### src/rtl/accumulate_dump_if.sv
// Sample-in / window-result-out stream bundle for accumulate_dump.
// master = producer/consumer side (drives samples and m_rdy), slave = accumulator side.
// Optional m_ovf signal exists only when ACCUMULATE_DUMP_OVF_EN is defined.
interface accumulate_dump_if #(
  parameter int W  = 16,
  parameter int A  = 24,
  parameter int CW = 1
);
  logic                s_stb;
  logic signed [W-1:0] s_dat;
  logic                s_rdy;
  logic                m_rdy;
  logic                m_stb;
  logic signed [A-1:0] m_dat;
  logic [CW-1:0]       m_chn;
`ifdef ACCUMULATE_DUMP_OVF_EN
  logic                m_ovf;

  modport master (
    output s_stb, s_dat, m_rdy,
    input  s_rdy, m_stb, m_dat, m_chn, m_ovf
  );

  modport slave (
    input  s_stb, s_dat, m_rdy,
    output s_rdy, m_stb, m_dat, m_chn, m_ovf
  );
`else
  modport master (
    output s_stb, s_dat, m_rdy,
    input  s_rdy, m_stb, m_dat, m_chn
  );

  modport slave (
    input  s_stb, s_dat, m_rdy,
    output s_rdy, m_stb, m_dat, m_chn
  );
`endif
endinterface

### src/rtl/accumulate_dump.sv
// Multi-channel saturating integrate-and-dump: N samples per channel, C channels interleaved round-robin.
// Latency: result valid 1 cycle after the last sample of a window is accepted; registered outputs.
// Backpressure: only the window-closing sample stalls, when the output holds an unconsumed result.
// Optional sticky saturation flag output m_ovf enabled by ACCUMULATE_DUMP_OVF_EN.
module accumulate_dump #(
  parameter int W = 16,
  parameter int A = 24,
  parameter int N = 4,
  parameter int C = 1
) (
  input logic              clk,
  input logic              rst_n,
  accumulate_dump_if.slave bus
);

  localparam int CW = (C > 1) ? $clog2(C) : 1;
  localparam int NW = (N > 1) ? $clog2(N) : 1;
  localparam logic signed [A-1:0] MAXV = {1'b0, {(A-1){1'b1}}};
  localparam logic signed [A-1:0] MINV = {1'b1, {(A-1){1'b0}}};

  logic [CW-1:0]       chn_q;
  logic [NW-1:0]       cnt_q;
  logic signed [A-1:0] acc_q [C];

  logic                dump;
  logic                fire;
  logic                first;
  logic signed [A-1:0] base;
  logic signed [A-1:0] x;
  logic [A:0]          sum;
  logic signed [A-1:0] res;
  logic                sat;

  // The last sample of a window is the only one that must wait for the output register.
  assign dump      = (cnt_q == NW'(N - 1));
  assign bus.s_rdy = ~dump | ~bus.m_stb | bus.m_rdy;
  assign fire      = bus.s_stb & bus.s_rdy;

  // A window restarts from zero rather than from the stale accumulator contents.
  assign first = (cnt_q == '0);
  assign base  = first ? '0 : acc_q[chn_q];
  assign x     = A'(bus.s_dat);
  assign sum   = {base[A-1], base} + {x[A-1], x};

  // Clamp the one-bit-wider sum back into A bits; the top two bits disagree only on overflow.
  always_comb begin
    res = sum[A-1:0];
    sat = 1'b0;
    case (sum[A:A-1])
      2'b01: begin
        res = MAXV;
        sat = 1'b1;
      end
      2'b10: begin
        res = MINV;
        sat = 1'b1;
      end
      default: ;
    endcase
  end

  // Channel pointer steps every accept; window count steps each time the channels wrap.
  always_ff @(posedge clk or negedge rst_n) begin
    if (!rst_n) begin
      chn_q <= '0;
      cnt_q <= '0;
    end else if (fire) begin
      if (chn_q == CW'(C - 1)) begin
        chn_q <= '0;
        cnt_q <= dump ? '0 : cnt_q + NW'(1);
      end else begin
        chn_q <= chn_q + CW'(1);
      end
    end
  end

  // Per-channel running sums; the dump step leaves them alone since the next window ignores them.
  always_ff @(posedge clk or negedge rst_n) begin
    if (!rst_n) begin
      for (int k = 0; k < C; k++) acc_q[k] <= '0;
    end else if (fire && !dump) begin
      acc_q[chn_q] <= res;
    end
  end

`ifdef ACCUMULATE_DUMP_OVF_EN
  logic [C-1:0] ovf_q;
  logic         ovf_now;

  assign ovf_now = (first ? 1'b0 : ovf_q[chn_q]) | sat;

  // Sticky per-channel clamp history, restarted with each window.
  always_ff @(posedge clk or negedge rst_n) begin
    if (!rst_n) begin
      ovf_q <= '0;
    end else if (fire && !dump) begin
      ovf_q[chn_q] <= ovf_now;
    end
  end

  // Saturation flag travels with its window result and holds under backpressure.
  always_ff @(posedge clk or negedge rst_n) begin
    if (!rst_n) begin
      bus.m_ovf <= 1'b0;
    end else if (fire && dump) begin
      bus.m_ovf <= ovf_now;
    end
  end
`endif

  // Output register: load on dump (even while releasing the old result), clear on release alone.
  always_ff @(posedge clk or negedge rst_n) begin
    if (!rst_n) begin
      bus.m_stb <= 1'b0;
      bus.m_dat <= '0;
      bus.m_chn <= '0;
    end else if (fire && dump) begin
      bus.m_stb <= 1'b1;
      bus.m_dat <= res;
      bus.m_chn <= chn_q;
    end else if (bus.m_rdy) begin
      bus.m_stb <= 1'b0;
    end
  end

endmodule

### src/flat_wrapper.sv
// flat-port wrapper written by rule: the top's interface ports become plain ports
module accumulate_dump_flat 
#(
  parameter int W = 16,
  parameter int A = 24,
  parameter int N = 4,
  parameter int C = 1
)
  (clk, rst_n, bus_s_stb, bus_s_dat, bus_m_rdy, bus_s_rdy, bus_m_stb, bus_m_dat, bus_m_chn);
  accumulate_dump_if #(.W(W), .A(A), .CW((1))) bus_i ();
  input logic clk;
  input logic rst_n;
  input wire logic [$bits(bus_i.s_stb)-1:0] bus_s_stb;
  input wire logic [$bits(bus_i.s_dat)-1:0] bus_s_dat;
  input wire logic [$bits(bus_i.m_rdy)-1:0] bus_m_rdy;
  output wire logic [$bits(bus_i.s_rdy)-1:0] bus_s_rdy;
  output wire logic [$bits(bus_i.m_stb)-1:0] bus_m_stb;
  output wire logic [$bits(bus_i.m_dat)-1:0] bus_m_dat;
  output wire logic [$bits(bus_i.m_chn)-1:0] bus_m_chn;
  assign bus_i.s_stb = bus_s_stb;
  assign bus_i.s_dat = bus_s_dat;
  assign bus_i.m_rdy = bus_m_rdy;
  assign bus_s_rdy = bus_i.s_rdy;
  assign bus_m_stb = bus_i.m_stb;
  assign bus_m_dat = bus_i.m_dat;
  assign bus_m_chn = bus_i.m_chn;
  accumulate_dump #(.W(W), .A(A), .N(N), .C(C)) u_core (.clk(clk), .rst_n(rst_n), .bus(bus_i));
endmodule
### config.mk
export PLATFORM = sky130hd
export DESIGN_NAME = accumulate_dump_flat
export DESIGN_NICKNAME = d
export VERILOG_FILES = /design/src/rtl/accumulate_dump_if.sv /design/src/rtl/accumulate_dump.sv /design/src/flat_wrapper.sv
export SDC_FILE = /design/constraint.sdc
export NUM_CORES = 1
export LEC_CHECK = 0
export ABC_AREA = 1
export CAP_MARGIN = 20
export CORE_MARGIN = 2
export CORE_UTILIZATION = 52
export DETAILED_ROUTE_END_ITERATION = 6
export GPL_TIMING_DRIVEN = 0
export PLACE_DENSITY = 0.75
export REMOVE_ABC_BUFFERS = 1
export SLEW_MARGIN = 5
export SYNTH_ARGS = -nofsm -noshare
export SYNTH_HDL_FRONTEND = slang
export SYNTH_SLANG_ARGS = --single-unit
### constraint.sdc
create_clock -name clk -period 10.3 [get_ports clk]
set_input_delay 1.03 -clock clk [delete_from_list [all_inputs] [get_ports clk]]
set_output_delay 1.03 -clock clk [all_outputs]
set_load 0.01 [all_outputs]
; ---- Word level (Yosys, flattened, before mapping)
; Index checks and enable logic that the tools add are counted.
; W data, S select, Z words.
[word_totals]
output_inout_bits = 27
input_bits = 20
regBits = 53
[classes]
order_cmp = 2
reduce_logical = 7
bitwise_logic = 6
mux = 9
add_sub_neg = 3
eq_ne = 3
[op_table]
columns = cell, count
row1 = $mux W24, 3
row2 = $pmux W24 S2, 1
row3 = $add A24 B16 Y25, 1
row4 = $bwmux W24, 1
row5 = $eq A2 B2 Y1 const B, 2
row6 = $logic_and A1 B1 Y1, 3
row7 = $mux W1, 3
row8 = $not A1 Y1, 3
row9 = $add A2 B1 Y2 const B, 1
row10 = $eq A2 B1 Y1 const B, 1
row11 = $logic_not A2 Y1, 1
row12 = $mux W2, 1
row13 = $or A1 B1 Y1, 2
row14 = $reduce_and A2 Y1, 1
row15 = $reduce_bool A2 Y1, 1
row16 = $add A1 B1 Y1 const B, 1
row17 = $and A1 B1 Y1, 1
row18 = $ge A1 B1 Y1 const B, 1
row19 = $logic_not A1 Y1, 1
row20 = $lt A1 B1 Y1 const B, 1

; ---- Longest topological paths before layout
; Gate-level depths: netlist of run 1.
[logic_depth]
ltp_word = 7
mapped_depth = 24
depth_no_buf = 22

; ---- Worst setup path after synthesis of run 1
; Ideal clock, no wire load.
[synth_path]
path_kind = input to register
startpoint = input bus_s_dat[0]
endpoint = register u_core.acc_q[4] (netlist name)
arrival_time_ps = 3406
setup_ps = 130
setup_slack_ps = 6763
required_time_ps = 10170
path_buffers = 2
cell_stages = 18
cell_sequence = ha_1 > inv_1 > fa_1 > nor2_1 > nor2_1 > nor2_2 > nand2_1 > nand3_2 > a21oi_2 > xor2_1 > ha_1 > buf_2 > inv_1 > nand2_1 > buf_2 > o31ai_1 > nand2_1 > o21ai_0
[synth_via]
elab_chain_len = 4
[synth_lines]
columns = item, line
row1 = "start, declared", flat_wrapper.sv:14  ; input wire logic [$bits(bus_i.s_dat)-1:0] bus_s_dat;
row2 = $add A24 B16 Y25 *, accumulate_dump.sv:43  ; assign sum = {base[A-1], base} + {x[A-1], x};
row3 = $eq A2 B2 Y1 or $eq A2 B1 Y1 (tied branches), accumulate_dump.sv:49  ; case (sum[A:A-1])
row4 = $pmux W24 S2 *, accumulate_dump.sv:49
row5 = $bwmux W24 *, accumulate_dump.sv:82  ; acc_q[chn_q] <= res;
row6 = "end signal, assigned by index", accumulate_dump.sv:82
row7 = "end, declared", accumulate_dump.sv:23  ; logic signed [A-1:0] acc_q [C];
; Every way passes the cells marked *; elsewhere a longest branch is shown, timed or not.
; A chain may end at the register's enable or synchronous reset.

; ---- Worst setup path in the final report of run 1
[layout_path]
startpoint = register u_core.cnt_q[0]
endpoint = register u_core.acc_q[2] (netlist name)
[layout_via]
elab_chain_len = 6
[layout_lines]
columns = item, line
row1 = "start, declared", accumulate_dump.sv:22  ; logic [NW-1:0] cnt_q;
row2 = "start signal, assigned", accumulate_dump.sv:70  ; cnt_q <= dump ? '0 : cnt_q + NW'(1);
row3 = $logic_not A2 Y1 or $eq A2 B2 Y1 (tied branches), "accumulate_dump.sv:40, accumulate_dump.sv:35"
row4 = $mux W24 or $not A1 Y1 (tied branches), "accumulate_dump.sv:41, accumulate_dump.sv:36"
row5 = $add A24 B16 Y25 or $or A1 B1 Y1 (tied branches), "accumulate_dump.sv:43, accumulate_dump.sv:36"
row6 = "$eq A2 B2 Y1, or another cell as far along", accumulate_dump.sv:49
row7 = $pmux W24 S2 or $and A1 B1 Y1 (tied branches), "accumulate_dump.sv:49, accumulate_dump.sv:37"
row8 = $bwmux W24 or $logic_and A1 B1 Y1 (tied branches), "accumulate_dump.sv:82, accumulate_dump.sv:81"
; Parallel ways exist; a longest one is shown, timed or not.

==> results.md, run 1 <==
- Outcome: finished clean
- Starting Density: 0.534
- Wire length of the first global-routing pass: 18000 um
- DR pass1 iterations: 4
- Fin Setup TNS: 0 ns
- Crit share post-route: 0.523
- Min Clock Period, post-route: 5.39 ns
- CP bufs+invs: 3
- Netlist cell types: 30
- Worst-case register-to-register setup slack: 4.91 ns
- Number of input and output port buffers inserted: 45
- Final RePlAce weighted congestion: 0.934
- H-tree lvl count: 2
- Worst-case headroom to the max-slew limit: 0.343
- Number of top-level pins: 47
- Total of warnings raised by yosys: 0
- DRC violations left: 0
- Average wire per cell in the routed design: 12.6 um
- Area share of the leading cell type in the synthesized netlist: 0.311
- TritonCTS clock tree: yes
- Number of nets still failing antenna checks after routing: 0
- ANT cells: 0
- Number of fillers in the final layout: 793
- Total number of vias: 4018
- Worst-path cell chain: inv_1, ha_1, nor2_1, ha_1, inv_1, fa_1, nor2_1, nor2_1, nor2_2, nand2_1, nand3_2, a21oi_2, xor2_1, ha_1, inv_1, nand2_1, o21ai_0, nand2_1, o21ai_0
- Post-Syn Area: 4100 sq um
- Most frequent cell after synthesis: nand2_1
- VDD IR-drop max: 0.142 mV
- Cell at the root of the clock tree: clkbuf_8
- Number of buffers inserted during clock tree synthesis: 5
- Vias per Instance: 4.96
- Number of rows in the core area: 32
- Total congestion overflow after global routing: 0
- Crit path capture type: register
- Die ar.: 8620 sq um
- Pin count of the biggest net entering global routing: 27
- Hold crit path type: register to register
- Clock insertion delay at the later pin of the skew report: 0.31 ns
- GRT Resource Usage Total: 0.259
- Number of antenna violations at the first check in global routing: 0
- DPL Wire Length: 7930 um
- Dpl cells: 802
- Maximum capacitance violations: 0
- Type of element launching the critical path: register
- Number of flops mapped to enable cells by yosys: 0
- Initial DRC count: 185
- Nets: 756
- Number of gates resized after cts: 0
- Leakage power of the design: 2.76 nW
- Post-CTS Repair Setup Buffers: 0
- Number of global-route vias before repair: 4003
- Pwr Density: 325 nW/um^2
- Die height: 92.8 um
- Data required time of the worst path: 10.46 ns
- Non-filler cells in the finished layout: 810
- Achievable clock frequency: 0.186 GHz
- Post-layout worst setup margin: 4.91 ns
- Slew of the pin with the lowest slew margin: 0.985 ns
- Cell taking the most area after synthesis: dfrtp_1
- Number of slew-limit violations in the final report: 0
- Layout area overhead: 15.5%
- Portion of the post-synthesis area used by sequential elements: 0.311
- CP max stage delay: 0.81 ns
- RSZ-0062 raised after global routing: false
- Maximum fanout count along the critical path: 24
- Critical Setup Path Class: register to register
- Asr flop ratio synth: 1.00
- Core Region: 7690 sq um
- Arrival time of the worst setup path: 5.55 ns
- Crit-path leading delay family: adder cells
- Synth Flop Type: dfrtp_1
- Synth Register Bits: 51
- Mapped Cells: 669
- Final wirelength: 10200 um
- Standard cell with the maximum stage delay on the critical path: ha_1
- Max Root-Sink Buffers: 2
- Synth top area cells: dfrtp_1 31%, nand2_1 27%, inv_1 10%
- Syn_area_per_cell: 6.13 sq um
- Number of clock sinks seen by CTS: 51
- Worst slack after detailed placement: 4.68 ns
- Hold_buf cts: 0
- Final setup violation count: 0
- Final hold violation count: 0
- Top cell types by occurrence after synthesis: 291 x nand2_1, 112 x inv_1, 52 x nor2_1
- Clock-pin slew of the registers on the worst-case setup and hold paths: 0.09 ns
- DIE WIDTH: 92.8 um
- Share of post-route cells with drive strength above 1: 0.0410
- Post-Route Skew: 0.00911 ns
final timing paths:
path	start	end	depth (start not counted)
worst max-delay path	u_core.cnt_q[0]$_DFFE_PN0P_	u_core.acc_q[2]$_DFFE_PN0P_	19
worst min-delay path	u_core.bus.m_dat[3]$_DFFE_PN0P_	u_core.bus.m_dat[3]$_DFFE_PN0P_	2
worst max register to register	u_core.cnt_q[0]$_DFFE_PN0P_	u_core.acc_q[2]$_DFFE_PN0P_	19
worst min register to register	u_core.bus.m_dat[3]$_DFFE_PN0P_	u_core.bus.m_dat[3]$_DFFE_PN0P_	2
max in group asynchronous	rst_n	u_core.bus.m_dat[15]$_DFFE_PN0P_	2
min in group asynchronous	rst_n	u_core.bus.m_dat[8]$_DFFE_PN0P_	1
state kept, by name (all words and copies together), names as in the netlist:
register,count
u_core.acc_q,24
u_core.bus.m_dat,24
u_core.bus.m_stb,1
u_core.cnt_q,2
final cells by class:
cell class	count	area, sq um	share of cell area
tap	102	128	0.0269
clock buffer	8	100	0.0211
sequential	51	1280	0.269
inverter	113	424	0.0895
multi-input combinational	489	2330	0.492
timing repair buffer	47	480	0.101
stage by stage:
| stage | area, sq um | total power, mW | util | hold WS, ns |
|---|---|---|---|---|
| floorplan | 4030 | 1.09 | - | 0.449 |
| global placement | 4610 | 1.38 | 0.599 | 0.461 |
| detailed placement | 4640 | 1.41 | 0.603 | 0.464 |
| CTS | 4740 | 1.55 | 0.616 | 0.489 |
| global route | 4740 | 1.73 | 0.616 | 0.505 |
| finish | 4740 | 1.54 | 0.616 | 0.486 |
where the power goes:
group          internal (mW)  switching [mW]
Sequential             0.288          0.0374
Clock                 0.0615          0.0671
Combinational          0.383           0.702
layout by cell type (no fill, tap or decap), types with 2 or more instances in the layout:
cell type / n
ha_1: 28
or2_2: 2
and2_1: 2
nor3_1: 5
xor2_1: 3
nand3_2: 2
o21ai_0: 21
nand3b_1: 3
nand2_1: 291
o21ai_1: 2
a21oi_2: 2
nand2_2: 5
a21oi_1: 16
clkdlybuf4s50_1: 44
inv_1: 112
nor2_1: 51
clkbuf_8: 7
o31ai_1: 4
nand3_1: 35
dfrtp_1: 51
nor2_2: 5
nand4_1: 7
tightest hold or removal path: stages (launching register included):
cell,delay [ns]
dfrtp_1,0.35
nand2_1,0.05
nand2_1,0.05
routing by layer:
metal	share of wire	track usage	vias up
met5	0	0	-
met4	0.012	0.0674	0
met3	0.045	0.0350	9
met2	0.44	0.426	87
met1	0.50	0.361	1815
li1	-	-	2107
logic make-up (layout without fill, tap and decap cells):
kind of cell               count (synthesis)  after routing  share of synthesized area
AOI/OAI and AO/OA                         46             46                     0.0610
xor gates and xnor gates                   3              3                    0.00641
adders and majority gates                 29             29                     0.0903
buffers and inverters                    129            168                      0.122
DFF                                       51             51                      0.311
other                                      1              1                   0.000914
and+or+nand+nor                          410            410                      0.409
Power figures use the tool's default switching activity.
==> inputs of run 2 (changes only) <==
- clock period: 10.3 -> 5.3 ns (I/O delays scaled with it)
==> run 2 against run 1 <==
  * Register-to-register slack got worse by 4.4 ns
  * Final cell count did not move
  * Maximum frequency rose by 13%
  * Sequential cell count did not move
  * Count of clock-buffer cells in the layout did not move
  * Hold slack got worse by 0.26 ns
  * Core utilization rose by 0.065 points
  * Global-route usage barely moved
  * Non-clock buffer count did not move
  * Via count fell by 0.17%
  * Critical path type unchanged
  * Largest power group unchanged
==> results.md, run 2 (synthesis results as in run 1) <==
- Outcome: finished clean
- Data required time of the worst path: 5.46 ns (-5.00 ns)
- Average wire per cell in the routed design: 12.6 um (about the same)
- GRT Resource Usage Total: 0.260 (about the same)
- Total number of vias: 4011 (-0.17%)
- TritonCTS clock tree: yes
- Max Root-Sink Buffers: 2 (unchanged)
- Hold crit path type: primary input to asynchronous set/reset pin
- RSZ-0062 raised after global routing: false
- Critical Setup Path Class: register to register
- Final wirelength: 10200 um (about the same)
- Final hold violation count: 0 (unchanged)
- Final RePlAce weighted congestion: 0.934 (unchanged)
- Number of clock sinks seen by CTS: 51 (unchanged)
- Type of element launching the critical path: register
- Number of fillers in the final layout: 793 (unchanged)
- Nets: 756 (unchanged)
- Crit share post-route: 0.903 (+0.379)
- Initial DRC count: 179 (-3.2%)
- Arrival time of the worst setup path: 4.94 ns (-0.61 ns)
- Clock-pin slew of the registers on the worst-case setup and hold paths: 0.09 ns (about the same)
- Achievable clock frequency: 0.209 GHz (+13%)
- Worst-case headroom to the max-slew limit: 0.420 (+0.0766)
- DR pass1 iterations: 4 (unchanged)
- Routed length on met2: 4550 um (+0.49%)
- Post-route design area: 4740 sq um (+0.11%)
- Number of antenna violations at the first check in global routing: 0 (unchanged)
- Slew of the pin with the lowest slew margin: 0.869 ns (-0.116 ns)
- Number of nets still failing antenna checks after routing: 0 (unchanged)
- Number of rows in the core area: 32 (unchanged)
- Starting Density: 0.534 (unchanged)
- Die ar.: 8620 sq um (unchanged)
- Leading cell type in the layout, fill and taps excluded: nand2_1
- Multi-input combinational cell area: 2330 sq um (+0.22%)
- Number of buffers inserted during clock tree synthesis: 5 (unchanged)
- DPL Wire Length: 7930 um (unchanged)
- ANT cells: 0 (unchanged)
- Total congestion overflow after global routing: 0 (unchanged)
- Overall power consumption: 3.00 mW (+95%)
- Length of routed met3 wiring: 404 um (-13%)
- Crit path capture type: register
- Clock insertion delay at the later pin of the skew report: 0.31 ns (about the same)
- Wire length of the first global-routing pass: 18100 um (+0.12%)
- Number of top-level pins: 47 (unchanged)
- Number of input and output port buffers inserted: 45 (unchanged)
- Die height: 92.8 um (unchanged)
- Largest registers in the final layout: u_core.acc_q x24, u_core.bus.m_dat x24, u_core.cnt_q x2
- Leakage power of the design: 2.76 nW (about the same)
- Core Region: 7690 sq um (unchanged)
- Number of slew-limit violations in the final report: 0 (unchanged)
- Final setup violation count: 0 (unchanged)
- Layout area overhead: 15.6%
- Maximum fanout count along the critical path: 24 (unchanged)
- Leading cell types in the layout, fill and taps excluded: 290 x nand2_1, 112 x inv_1, 51 x nor2_1, 51 x dfrtp_1, 44 x clkdlybuf4s50_1
- Vias per Instance: 4.95 (-0.17%)
- Pwr Density: 632 nW/um^2 (+95%)
- Placed instance area: 4640 sq um (unchanged)
- Highest routing layer actually used: met4
- Pin count of the biggest net entering global routing: 27 (unchanged)
- Fin Setup TNS: 0 ns (unchanged)
- Post-Route Skew: 0.00885 ns (-0.000259 ns)
- Maximum capacitance violations: 0 (unchanged)
- Min Clock Period, post-route: 4.78 ns (-0.605 ns)
- Post-route met1 wirelength: 5100 um (+0.63%)
- DIE WIDTH: 92.8 um (unchanged)
- FF+latch area: 1280 sq um (unchanged)
- Share of post-route cells with drive strength above 1: 0.0438 (+0.00282)
- Post-CTS Repair Setup Buffers: 0 (unchanged)
- DRC violations left: 0 (unchanged)
- Number of global-route vias before repair: 4014 (+0.27%)
- Cell at the root of the clock tree: clkbuf_8
- H-tree lvl count: 2 (unchanged)
- VDD IR-drop max: 0.334 mV (+130%)
==> run 2: path summary, 6_finish.rpt <==
path,end,from,slack (ns),cells past startpoint
min in group clk,u_core.bus.m_dat[3]$_DFFE_PN0P_,u_core.bus.m_dat[3]$_DFFE_PN0P_,0.49,2
setup / recovery,u_core.acc_q[2]$_DFFE_PN0P_,u_core.cnt_q[0]$_DFFE_PN0P_,0.52,19
hold / removal,u_core.bus.m_dat[8]$_DFFE_PN0P_,rst_n,0.23,1
setup reg to reg,u_core.acc_q[2]$_DFFE_PN0P_,u_core.cnt_q[0]$_DFFE_PN0P_,0.52,19
max in group asynchronous,u_core.bus.m_dat[15]$_DFFE_PN0P_,rst_n,4.52,2
hold reg to reg,u_core.bus.m_dat[3]$_DFFE_PN0P_,u_core.bus.m_dat[3]$_DFFE_PN0P_,0.49,2
==> run 2: what timing repair did <==
item                                    in CTS  in global routing
resized for setup                            1                  1
hold buffers                                 0                  0
endpoints found under the setup margin       6                 30
==> run 2: area by class of cell <==
| type | count | area share |
|---|---|---|
| Inverter | 113 | 0.0894 |
| Tap cell | 102 | 0.0269 |
| Timing Repair Buffer | 47 | 0.101 |
| Clock buffer | 8 | 0.0211 |
| Sequential cell | 51 | 0.269 |
| Multi-Input combinational cell | 489 | 0.492 |
==> run 2: through the flow <==
step	cells	hold WS (ns)	setup slack (ns)	utilization
2_1_floorplan	653	0.234	1.31	-
3_3_place_gp	800	0.461	-0.0410	0.599
3_5_place_dp	802	0.464	-0.0566	0.603
4_1_cts	810	0.238	0.204	0.617
5_1_grt	810	0.268	0.171	0.617
6_report	810	0.229	0.516	0.617
==> run 2: metal layers <==
| metal | up-vias | GRT usage |
|---|---|---|
| li1 | 2106 | - |
| met1 | 1819 | 0.360 |
| met2 | 77 | 0.427 |
| met5 | - | 0 |
| met3 | 9 | 0.0350 |
| met4 | 0 | 0.0674 |
==> run 2: report_power, final <==
part	switching, mW	internal (mW)
logic	1.37	0.748
registers	0.0722	0.560
clock network	0.130	0.120
total	1.57	1.43
==> run 2: critical path: stages, from the launching register on <==
cell	delay [ns]
dfrtp_1	0.38
inv_1	0.08
ha_2	0.36
nor2_1	0.17
ha_1	0.20
inv_1	0.06
fa_1	0.43
nor2_1	0.20
nor2_1	0.10
nor2_2	0.17
nand2_1	0.11
nand3_2	0.12
a21oi_2	0.08
xor2_1	0.15
ha_1	0.79
inv_1	0.33
nand2_2	0.47
o21ai_0	0.23
nand2_1	0.10
o21ai_0	0.09
